$ cat config.mk
export PLATFORM = sky130hd
export DESIGN_NAME = audio_recorder
export DESIGN_NICKNAME = d
export VERILOG_FILES = /design/src/rtl/audio_pkg.sv /design/src/rtl/audio_mix.sv /design/src/rtl/audio_recorder.sv
export SDC_FILE = /design/constraint.sdc
export NUM_CORES = 1
export LEC_CHECK = 0
export ABC_CLOCK_PERIOD_IN_PS = 7650
export CAP_MARGIN = 20
export CORE_UTILIZATION = 35
export DETAILED_ROUTE_END_ITERATION = 6
export GPL_ROUTABILITY_DRIVEN = 0
export HOLD_SLACK_MARGIN = 0.1
export PLACE_DENSITY = 0.53
export SYNTH_ARGS = -nofsm -noshare
export SYNTH_HDL_FRONTEND = slang
export SYNTH_SLANG_ARGS = --single-unit
$ cat constraint.sdc
create_clock -name CLOCK_50 -period 7.65 [get_ports CLOCK_50]
set_input_delay 1.53 -clock CLOCK_50 [delete_from_list [all_inputs] [get_ports CLOCK_50]]
set_output_delay 1.53 -clock CLOCK_50 [all_outputs]
set_load 0.01 [all_outputs]
$ cat src/rtl/audio_pkg.sv
// Shared types and default sizes for the audio record path.
// The recorder top and the mix helper both import this package.
package audio_pkg;

  typedef enum logic [1:0] {
    IDLE = 2'd0,
    REC  = 2'd1,
    DONE = 2'd2
  } rec_state_t;

  localparam int AUDIO_DATA_W = 24;
  localparam int AUDIO_ADDR_W = 16;
  localparam int AUDIO_DEPTH  = 48000;

endpackage

$ cat src/rtl/audio_mix.sv
// Stereo-to-mono average (floor of (L+R)/2) and saturating magnitude.
// Purely combinational, so the playback-side level meter can reuse it.
module audio_mix
  import audio_pkg::*;
#(
  parameter int DATA_W = AUDIO_DATA_W
) (
  input  logic [DATA_W-1:0] left,
  input  logic [DATA_W-1:0] right,
  output logic [DATA_W-1:0] mono,
  output logic [DATA_W-2:0] mono_abs
);

  logic [DATA_W:0]   sum;
  logic [DATA_W-1:0] neg;
  logic              is_min;

  // One guard bit keeps the sum exact; dropping bit 0 is an arithmetic shift.
  assign sum    = {left[DATA_W-1], left} + {right[DATA_W-1], right};
  assign mono   = sum[DATA_W:1];
  assign neg    = -mono;
  assign is_min = mono[DATA_W-1] & ~(|mono[DATA_W-2:0]);

  always_comb begin
    mono_abs = mono[DATA_W-2:0];
    if (is_min) begin
      mono_abs = '1;
    end else if (mono[DATA_W-1]) begin
      mono_abs = neg[DATA_W-2:0];
    end
  end

endmodule

$ cat src/rtl/audio_recorder.sv
// Captures codec samples as mono words into a sample RAM, one-shot or ring,
// tracking the number of samples written and the peak magnitude.
module audio_recorder
  import audio_pkg::*;
#(
  parameter int DATA_W = AUDIO_DATA_W,
  parameter int ADDR_W = AUDIO_ADDR_W,
  parameter int DEPTH  = AUDIO_DEPTH
) (
  input  logic              CLOCK_50,
  input  logic              reset_n,
  input  logic              start,
  input  logic              stop,
  input  logic              loop,
  input  logic              read_ready,
  input  logic [DATA_W-1:0] readdata_left,
  input  logic [DATA_W-1:0] readdata_right,
  output logic              read,
  output logic [ADDR_W-1:0] ram_addr,
  output logic [DATA_W-1:0] ram_data,
  output logic              ram_wren,
  output logic              busy,
  output logic              done,
  output logic              wrapped,
  output logic [ADDR_W:0]   count,
  output logic [DATA_W-2:0] peak
);

  localparam logic [ADDR_W-1:0] LAST_ADDR = ADDR_W'(DEPTH - 1);
  localparam logic [ADDR_W:0]   FULL_CNT  = (ADDR_W + 1)'(DEPTH);

  rec_state_t        state_q, state_d;
  logic [ADDR_W-1:0] wr_ptr_q, wr_ptr_d;
  logic              loop_q, loop_d;
  logic [ADDR_W-1:0] ram_addr_q, ram_addr_d;
  logic [DATA_W-1:0] ram_data_q, ram_data_d;
  logic              ram_wren_q, ram_wren_d;
  logic              busy_q, busy_d;
  logic              done_q, done_d;
  logic              wrapped_q, wrapped_d;
  logic [ADDR_W:0]   count_q, count_d;
  logic [DATA_W-2:0] peak_q, peak_d;
  logic              last_capture;

  logic [DATA_W-1:0] mono;
  logic [DATA_W-2:0] mono_abs;

  audio_mix #(.DATA_W(DATA_W)) u_mix (
    .left     (readdata_left),
    .right    (readdata_right),
    .mono     (mono),
    .mono_abs (mono_abs)
  );

  assign read = (state_q == REC) & read_ready & ~stop;

  always_comb begin
    state_d      = state_q;
    wr_ptr_d     = wr_ptr_q;
    loop_d       = loop_q;
    ram_addr_d   = ram_addr_q;
    ram_data_d   = ram_data_q;
    ram_wren_d   = 1'b0;
    wrapped_d    = wrapped_q;
    count_d      = count_q;
    peak_d       = peak_q;
    last_capture = 1'b0;

    case (state_q)
      IDLE, DONE: begin
        if (start) begin
          state_d   = REC;
          wr_ptr_d  = '0;
          count_d   = '0;
          peak_d    = '0;
          wrapped_d = 1'b0;
          loop_d    = loop;
        end
      end
      REC: begin
        if (stop) begin
          state_d = DONE;
        end else if (read_ready) begin
          ram_addr_d = wr_ptr_q;
          ram_data_d = mono;
          ram_wren_d = 1'b1;
          if (count_q != FULL_CNT) begin
            count_d = count_q + 1'b1;
          end
          if (mono_abs > peak_q) begin
            peak_d = mono_abs;
          end
          if (wr_ptr_q == LAST_ADDR) begin
            wr_ptr_d = '0;
            if (loop_q) begin
              wrapped_d = 1'b1;
            end else begin
              state_d      = DONE;
              last_capture = 1'b1;
            end
          end else begin
            wr_ptr_d = wr_ptr_q + 1'b1;
          end
        end
      end
      default: state_d = IDLE;
    endcase

    // The state leaves REC with the final capture so read cannot fire again,
    // but busy/done flip only once that final write pulse has been presented.
    busy_d = (state_d == REC) | last_capture;
    done_d = (state_d == DONE) & ~last_capture;
  end

  always_ff @(posedge CLOCK_50 or negedge reset_n) begin
    if (!reset_n) begin
      state_q    <= IDLE;
      wr_ptr_q   <= '0;
      loop_q     <= 1'b0;
      ram_addr_q <= '0;
      ram_data_q <= '0;
      ram_wren_q <= 1'b0;
      busy_q     <= 1'b0;
      done_q     <= 1'b0;
      wrapped_q  <= 1'b0;
      count_q    <= '0;
      peak_q     <= '0;
    end else begin
      state_q    <= state_d;
      wr_ptr_q   <= wr_ptr_d;
      loop_q     <= loop_d;
      ram_addr_q <= ram_addr_d;
      ram_data_q <= ram_data_d;
      ram_wren_q <= ram_wren_d;
      busy_q     <= busy_d;
      done_q     <= done_d;
      wrapped_q  <= wrapped_d;
      count_q    <= count_d;
      peak_q     <= peak_d;
    end
  end

  assign ram_addr = ram_addr_q;
  assign ram_data = ram_data_q;
  assign ram_wren = ram_wren_q;
  assign busy     = busy_q;
  assign done     = done_q;
  assign wrapped  = wrapped_q;
  assign count    = count_q;
  assign peak     = peak_q;

endmodule

==> summary.md, run 1 <==
| Metric | Value |
|---|---|
| Status | `completed` |
| Crit path launch type | `input port` |
| Final Hold Viols | `0` |
| Most common cell after layout, fill and taps aside | `nand2_1` |
| Area Overhead vs Synth | `27.94%` |
| Clock Root Buffer | `clkbuf_16` |
| Standby leakage power | `4.192 nW` |
| RR Startpoint | `state_q[1]$_DFF_PN0_` |
| DRC viols | `0` |
| Largest net degree at the start of global routing | `64` |
| N_diodes | `0` |
| Setup bufs post-CTS | `0` |
| Max stage delay on crit path | `0.55 ns` |
| Post-synth top flop | `dfrtp_1` |
| CP Depth | `21` |
| Worst EP arrival | `7.43 ns` |
| Dpl hpwl | `16710 microns` |
| Cells on worst reg2reg path | `10` |
| Crit path to | `peak[19]$_DFFE_PN0P_` |
| First-pass GRT wire length | `35530 microns` |
| Synth warnings | `0` |
| Die height | `149.3 microns` |
| Net count of the mapped netlist | `1037` |
| Total GRT Usage | `0.2001` |
| Most frequent cells in the layout | `nand2_1 (168), clkdlybuf4s50_1 (137), dfrtp_1 (103)` |
| #FFs+latches synth | `103` |
| Total power | `2.424 mW` |
| Async set-reset flop share out of synthesis | `1.000` |
| Psw | `0.9435 mW` |
| Seq/Total Area, Yosys | `0.3393` |
| Starting Density | `0.3591` |
| Final setup violation count | `0` |
| Die width | `149.3 microns` |
| Max frequency | `138.6 MHz` |
| Port Buffers | `138` |
| Count of cell types in the netlist | `80` |
| Pwr Density | `249.4 mW/mm^2` |
| Total wire length | `21690 microns` |
| Max FO, Critical Path | `12` |
| Clock Tree Buf Depth | `2` |
| Syn avg cell area | `8.150 sq um` |
| Crit-path slowest cell | `or4_1` |
| Setup crit end kind | `flip-flop` |
| I/O pins | `139` |
| Final Max Slew Viols | `0` |
| CP Class | `in -> reg` |
| Sequential Power Share | `0.328` |
| Crit. Startpoint | `readdata_left[5]` |
| Synthesized cell area | `0.007596 sq mm` |
| Std-Cell Rows | `53` |
| Hold path cells | `2` |
| Family with the most delay on the worst path | `compound AO/OA/AOI/OAI gates` |
| Clk sinks | `103` |
| Number of antenna-violating nets in the routed design | `0` |
| CTS HTree Levels | `3` |
| Worst path cell trace | `clkdlybuf4s50_1 > ha_1 > nand2_1 > a221o_1 > a2bb2o_1 > o211a_1 > or4b_1 > or4_1 > nand2b_1 > nor4_2 > nor2_1 > ha_1 > a21oi_1 > o21ai_0 > a221o_1 > a2111oi_0 > a21oi_1 > o21ai_2 > buf_4 > or2_2 > o221ai_1` |
| Drt wl/cell | `16.02 microns` |
| Share of total power in combinational logic | `0.483` |
| Worst-Margin Slew | `0.7854 ns` |
| Final period utilization | `0.9429` |
| R2R setup slack | `4.53 ns` |
| Vias in the first global route | `6876` |
| Peak supply drop | `0.1340 mV` |
| Final net count | `1179` |
| 1st-iter DRT viols | `306` |
| DR vias | `7164` |
| Internal | `1.480 mW` |
| Final core occ | `0.4594` |
| Fraction of layout cells with a size suffix above 1 | `0.07692` |
| CTS tree | `yes` |
| Worst-Skew Late Latency | `0.35 ns` |
| Class of the worst hold path | `reg -> reg` |
| Max Cap Viol | `0` |
| Buf/Inv on CP | `2` |
| Worst-path clk slew | `0.08 ns` |
| Number of detailed-route iterations in the first pass | `4` |
| Die area | `0.02230 sq mm` |
| Worst reg2reg endpoint | `count[7]$_DFFE_PN0P_` |
| Syn Inst Count | `932` |
| Share of total power in the clock network | `0.189` |
| Avg Vias per Cell | `5.291` |
| Total global routing overflow | `0` |
| Post-synth EDFFs | `0` |
| RSZ-0062 raised after global routing | `false` |
| Required time worst endpoint | `7.87 ns` |
| Clock skew | `0.007220 ns` |
| CTS Buf Count | `9` |
| Layout filler cell count | `2152` |
| Sw Ratio | `0.3893` |
| Slew margin rel. | `0.4764` |
| Core outline area | `0.02115 sq mm` |
| Final min period | `7.213 ns` |
| Initial antenna violation count | `0` |
## sequential cells by signal, indices dropped and copies added (netlist names)
name	count
ram_data	24
busy	1
done	1
state_q	2
peak	23
loop_q	1
count	17
ram_addr	16
wr_ptr_q	16
wrapped	1
ram_wren	1
## area by class of cell
| cell class | instances | area (sq um) | share of cell area |
|---|---|---|---|
| clock buffer | 9 | 225.2 | 0.02317 |
| clock inverter | 7 | 67.56 | 0.006952 |
| inverter | 39 | 146.4 | 0.01506 |
| multi-input combinational | 747 | 4708 | 0.4845 |
| sequential | 103 | 2577 | 0.2652 |
| tap | 275 | 344.1 | 0.03541 |
| timing repair buffer | 174 | 1649 | 0.1697 |
## layer usage
metal  routed length [microns]  global-route usage
met5                         0                   0
met4                       362             0.05255
met3                       780             0.02446
met2                     10150              0.3342
met1                     10400              0.2717
## cell families after synthesis
kind of cell	share of synthesized area
and+or+nand+nor	0.2690
AOI/OAI and AO/OA	0.2128
DFF	0.3393
buffers and inverters	0.04365
adders and majority gates	0.08499
xor gates and xnor gates	0.03937
muxes	0.01087
## metrics by stage
step                      worst slack, ns  TNS [ns]  hold WS [ns]  cell area, sq um  std cells
after floorplan                    0.7598         0        0.4605              7596        932
after global placement           -0.02990  -0.06656        0.4582              9407       1338
after detailed placement         -0.06350   -0.1106        0.4619              9407       1338
after CTS                          0.2856         0        0.4814              9699       1354
after global routing               0.1049         0        0.5038              9718       1354
final                              0.4370         0        0.4757              9718       1354
## power groups by stage
stage | clock network, mW | logic [mW] | registers [mW]
floorplan | 0 | 0.577 | 0.848
global placement | 0 | 1.16 | 0.809
detailed placement | 0 | 1.17 | 0.810
CTS | 0.472 | 1.17 | 0.800
global route | 0.493 | 1.30 | 0.817
finish | 0.458 | 1.17 | 0.796
## worst min-delay path by stage
stage                            start                      end  slack, ns
6_report       ram_addr[8]$_DFFE_PN0P_  ram_addr[8]$_DFFE_PN0P_       0.48
5_1_grt        ram_addr[3]$_DFFE_PN0P_  ram_addr[3]$_DFFE_PN0P_       0.50
4_1_cts        ram_addr[8]$_DFFE_PN0P_  ram_addr[8]$_DFFE_PN0P_       0.48
3_5_place_dp   ram_addr[8]$_DFFE_PN0P_  ram_addr[8]$_DFFE_PN0P_       0.46
3_3_place_gp   ram_addr[2]$_DFFE_PN0P_  ram_addr[2]$_DFFE_PN0P_       0.46
2_1_floorplan       loop_q$_DFFE_PN0P_       loop_q$_DFFE_PN0P_       0.46
## Yosys cell counts, types with 6 or more instances
library cell / count / area, sq um
inv_1: 39 / 146.4
a21oi_1: 49 / 245.2
nand2b_1: 7 / 43.79
a22o_1: 7 / 61.31
a31oi_1: 6 / 37.54
ha_1: 50 / 625.6
xnor2_1: 12 / 105.1
nor4_1: 8 / 50.05
o31ai_1: 8 / 60.06
and4_1: 7 / 61.31
dfrtp_1: 103 / 2577
and2_1: 17 / 106.4
or2_2: 7 / 43.79
o22ai_1: 8 / 50.05
nor3_1: 23 / 115.1
a211oi_1: 8 / 60.06
nor2b_1: 7 / 43.79
nor2_1: 74 / 277.8
o21a_1: 10 / 75.07
or3_1: 16 / 100.1
mux2i_1: 6 / 60.06
nand4_1: 13 / 81.33
clkbuf_1: 31 / 116.4
xor2_1: 19 / 166.4
nand2_1: 169 / 634.4
buf_2: 7 / 35.03
o21ai_0: 73 / 365.4
a21o_1: 10 / 75.07
and3_1: 14 / 87.58
nand3_1: 27 / 135.1
## what timing repair did
item | 4_1_cts | 5_1_grt
resized for setup | 0 | 5
hold buffers | 0 | 0
endpoints found under the setup margin | 0 | 8
## worst register-to-register path, stage by stage, from the launching register on
cell and delay, ns:
dfrtp_1 0.38, nand2b_1 0.47, nor2_1 0.27, nand2_2 0.08
inv_1 0.07, buf_4 0.25, nor2_1 0.19, nor2_1 0.35
nand4_1 0.39, or3_1 0.47, a21oi_1 0.14
No activity file was read; power rests on OpenSTA's default activity.
==> run 2: changes to the inputs <==
--- a/config.mk
+++ b/config.mk
@@ -7,11 +7,11 @@
 export LEC_CHECK = 0
 export ABC_CLOCK_PERIOD_IN_PS = 7650
 export CAP_MARGIN = 20
-export CORE_UTILIZATION = 35
+export CORE_UTILIZATION = 56
 export DETAILED_ROUTE_END_ITERATION = 6
 export GPL_ROUTABILITY_DRIVEN = 0
 export HOLD_SLACK_MARGIN = 0.1
-export PLACE_DENSITY = 0.53
+export PLACE_DENSITY = 0.95
 export SYNTH_ARGS = -nofsm -noshare
 export SYNTH_HDL_FRONTEND = slang
 export SYNTH_SLANG_ARGS = --single-unit
==> run 2 against run 1 <==
Net effect:
- global-route usage is 11 points higher
- largest power group unchanged
- critical path type unchanged
- die area fell by 37%
- via count grew 8.2%
- routed wire length fell by 1.5%
- register-to-register slack worse by 0.24 ns
- sequential power increased by 0.8%
==> summary.md, run 2 (synthesized netlist as in run 1, its figures left out) <==
| Metric | Value |
|---|---|
| Final min period | `7.267 ns` |
| Worst-path clk slew | `0.07 ns` |
| Largest net degree at the start of global routing | `70` |
| Total wire length | `21370 microns` |
| Worst-Skew Late Latency | `0.35 ns` |
| Final Max Slew Viols | `0` |
| Most frequent cells in the layout | `nand2_1 (168), clkdlybuf4s50_1 (137), dfrtp_1 (103)` |
| Sequential Power Share | `0.318` |
| Share of total power in the clock network | `0.216` |
| Port Buffers | `138` |
| Setup bufs post-CTS | `0` |
| Layout filler cell count | `978` |
| Required time worst endpoint | `7.87 ns` |
| Clk sinks | `103` |
| Status | `completed` |
| Max FO, Critical Path | `11` |
| Hold_ws | `0.4781 ns` |
| Setup crit end kind | `flip-flop` |
| Number of detailed-route iterations in the first pass | `7` |
| Clock Tree Buf Depth | `2` |
| R2R setup slack | `4.29 ns` |
| Drt wl/cell | `17.27 microns` |
| N_diodes | `0` |
| Die width | `118.5 microns` |
| Core outline area | `0.01324 sq mm` |
| Family with the most delay on the worst path | `compound AO/OA/AOI/OAI gates` |
| Placed cells | `1220` |
| Area Overhead vs Synth | `25.55%` |
| Slew margin rel. | `0.4145` |
| Number of antenna-violating nets in the routed design | `0` |
| Total GRT Usage | `0.3110` |
| Max reg flops | `24` |
| RSZ-0062 raised after global routing | `false` |
| CP Class | `in -> reg` |
| Final period utilization | `0.9499` |
| Total global routing overflow | `0` |
| First-pass GRT wire length | `35390 microns` |
| I/O pins | `139` |
| Avg Vias per Cell | `6.266` |
| Worst-Margin Slew | `0.8730 ns` |
| Hold Buf Count CTS | `0` |
| Dpl hpwl | `15540 microns` |
| Final instance area | `0.009537 sq mm` |
| Crit-path slowest cell | `or4b_4` |
| Setup TNS | `0 ns` |
| Initial antenna violation count | `0` |
| CTS tree | `yes` |
| Max Cap Viol | `0` |
| Max stage delay on crit path | `0.64 ns` |
| Placed cell areas | `0.009140 sq mm` |
| Worst EP arrival | `7.49 ns` |
| Buf/Inv on CP | `2` |
| Max frequency | `137.6 MHz` |
| Worst path cell trace | `clkdlybuf4s50_1 > ha_1 > a21o_1 > and3_1 > or3_1 > a221o_1 > xnor2_4 > nand4_4 > or4b_4 > a21o_1 > a21oi_1 > ha_1 > and4_1 > a221o_1 > a2111oi_1 > a21oi_1 > o21ai_2 > buf_4 > nor3_1 > mux2i_1 > o221ai_1` |
| Internal | `1.568 mW` |
| Die area | `0.01403 sq mm` |
| Crit path launch type | `input port` |
| Final setup violation count | `0` |
| DRC viols | `0` |
| Pwr Density | `264.3 mW/mm^2` |
| Fraction of layout cells with a size suffix above 1 | `0.06409` |
| Final net count | `1161` |
| 1st-iter DRT viols | `993` |
| Standby leakage power | `4.145 nW` |
| Die height | `118.5 microns` |
| Post-route insts no fill | `1237` |
| Clock Root Buffer | `clkbuf_16` |
| Psw | `0.9521 mW` |
| DR vias | `7751` |
| CTS HTree Levels | `3` |
| Peak supply drop | `0.1574 mV` |
| Clock skew | `0.005164 ns` |
| Sw Ratio | `0.3777` |
| Share of total power in combinational logic | `0.466` |
| Final Hold Viols | `0` |
| Vias in the first global route | `7523` |
| Most common cell after layout, fill and taps aside | `nand2_1` |
| Starting Density | `0.5736` |
| Class of the worst hold path | `reg -> reg` |
| Std-Cell Rows | `42` |
| PostCTS Resize Cnt | `0` |
| CTS Buf Count | `9` |
## run 2: stage by stage
| stage | power, mW | setup slack (ns) | util |
|---|---|---|---|
| 3_5_place_dp | 1.946 | -0.09734 | 0.6902 |
| 3_3_place_gp | 1.908 | 0.1710 | 0.6902 |
| 5_1_grt | 2.672 | 0.1174 | 0.7201 |
| 2_1_floorplan | 1.425 | 0.7598 | - |
| 6_report | 2.520 | 0.3830 | 0.7201 |
| 4_1_cts | 2.498 | 0.2608 | 0.7169 |
## run 2: layout make-up
type	count	area (sq um)	share of cell area
sequential	103	2577	0.2703
tap	176	220.2	0.02309
multi-input combinational	747	4721	0.4950
clock inverter	7	128.9	0.01351
clock buffer	9	225.2	0.02362
timing repair buffer	156	1518	0.1591
inverter	39	146.4	0.01535
## run 2: final timing paths
path                                          start                  endpoint  depth (start not counted)
hold / removal             ram_addr[10]$_DFFE_PN0P_  ram_addr[10]$_DFFE_PN0P_                          2
max in group asynchronous                   reset_n  ram_data[11]$_DFFE_PN0P_                          2
min in group asynchronous                   reset_n      count[4]$_DFFE_PN0P_                          1
setup reg to reg               state_q[1]$_DFF_PN0_     count[14]$_DFFE_PN0P_                         12
setup / recovery                   readdata_left[4]      peak[19]$_DFFE_PN0P_                         21
hold reg to reg            ram_addr[10]$_DFFE_PN0P_  ram_addr[10]$_DFFE_PN0P_                          2
## run 2: worst reg2reg max path, stage by stage (launching register included)
cell,delay (ns)
dfrtp_1,0.40
nand2b_1,0.48
nor2_1,0.27
nand2_2,0.09
inv_1,0.07
buf_4,0.24
nor2_1,0.18
nor2_1,0.38
and3_1,0.31
nor2b_1,0.32
nand3_1,0.20
xor2_1,0.18
nor2_1,0.15
## run 2: metal layers
metal | vias to the layer above | GRT usage | part of all wire
met1 | 3573 | 0.3886 | 0.39
met5 | - | 0 | 0
met2 | 474 | 0.5349 | 0.48
met3 | 93 | 0.03620 | 0.084
li1 | 3611 | - | -
met4 | 0 | 0.1503 | 0.039
## run 2: power by group through the flow
stage / combinational [mW] / sequential [mW] / clock (mW)
6_report: 1.17 / 0.802 / 0.545
5_1_grt: 1.28 / 0.818 / 0.570
4_1_cts: 1.15 / 0.801 / 0.546
3_5_place_dp: 1.14 / 0.807 / 0
3_3_place_gp: 1.10 / 0.804 / 0
2_1_floorplan: 0.577 / 0.848 / 0
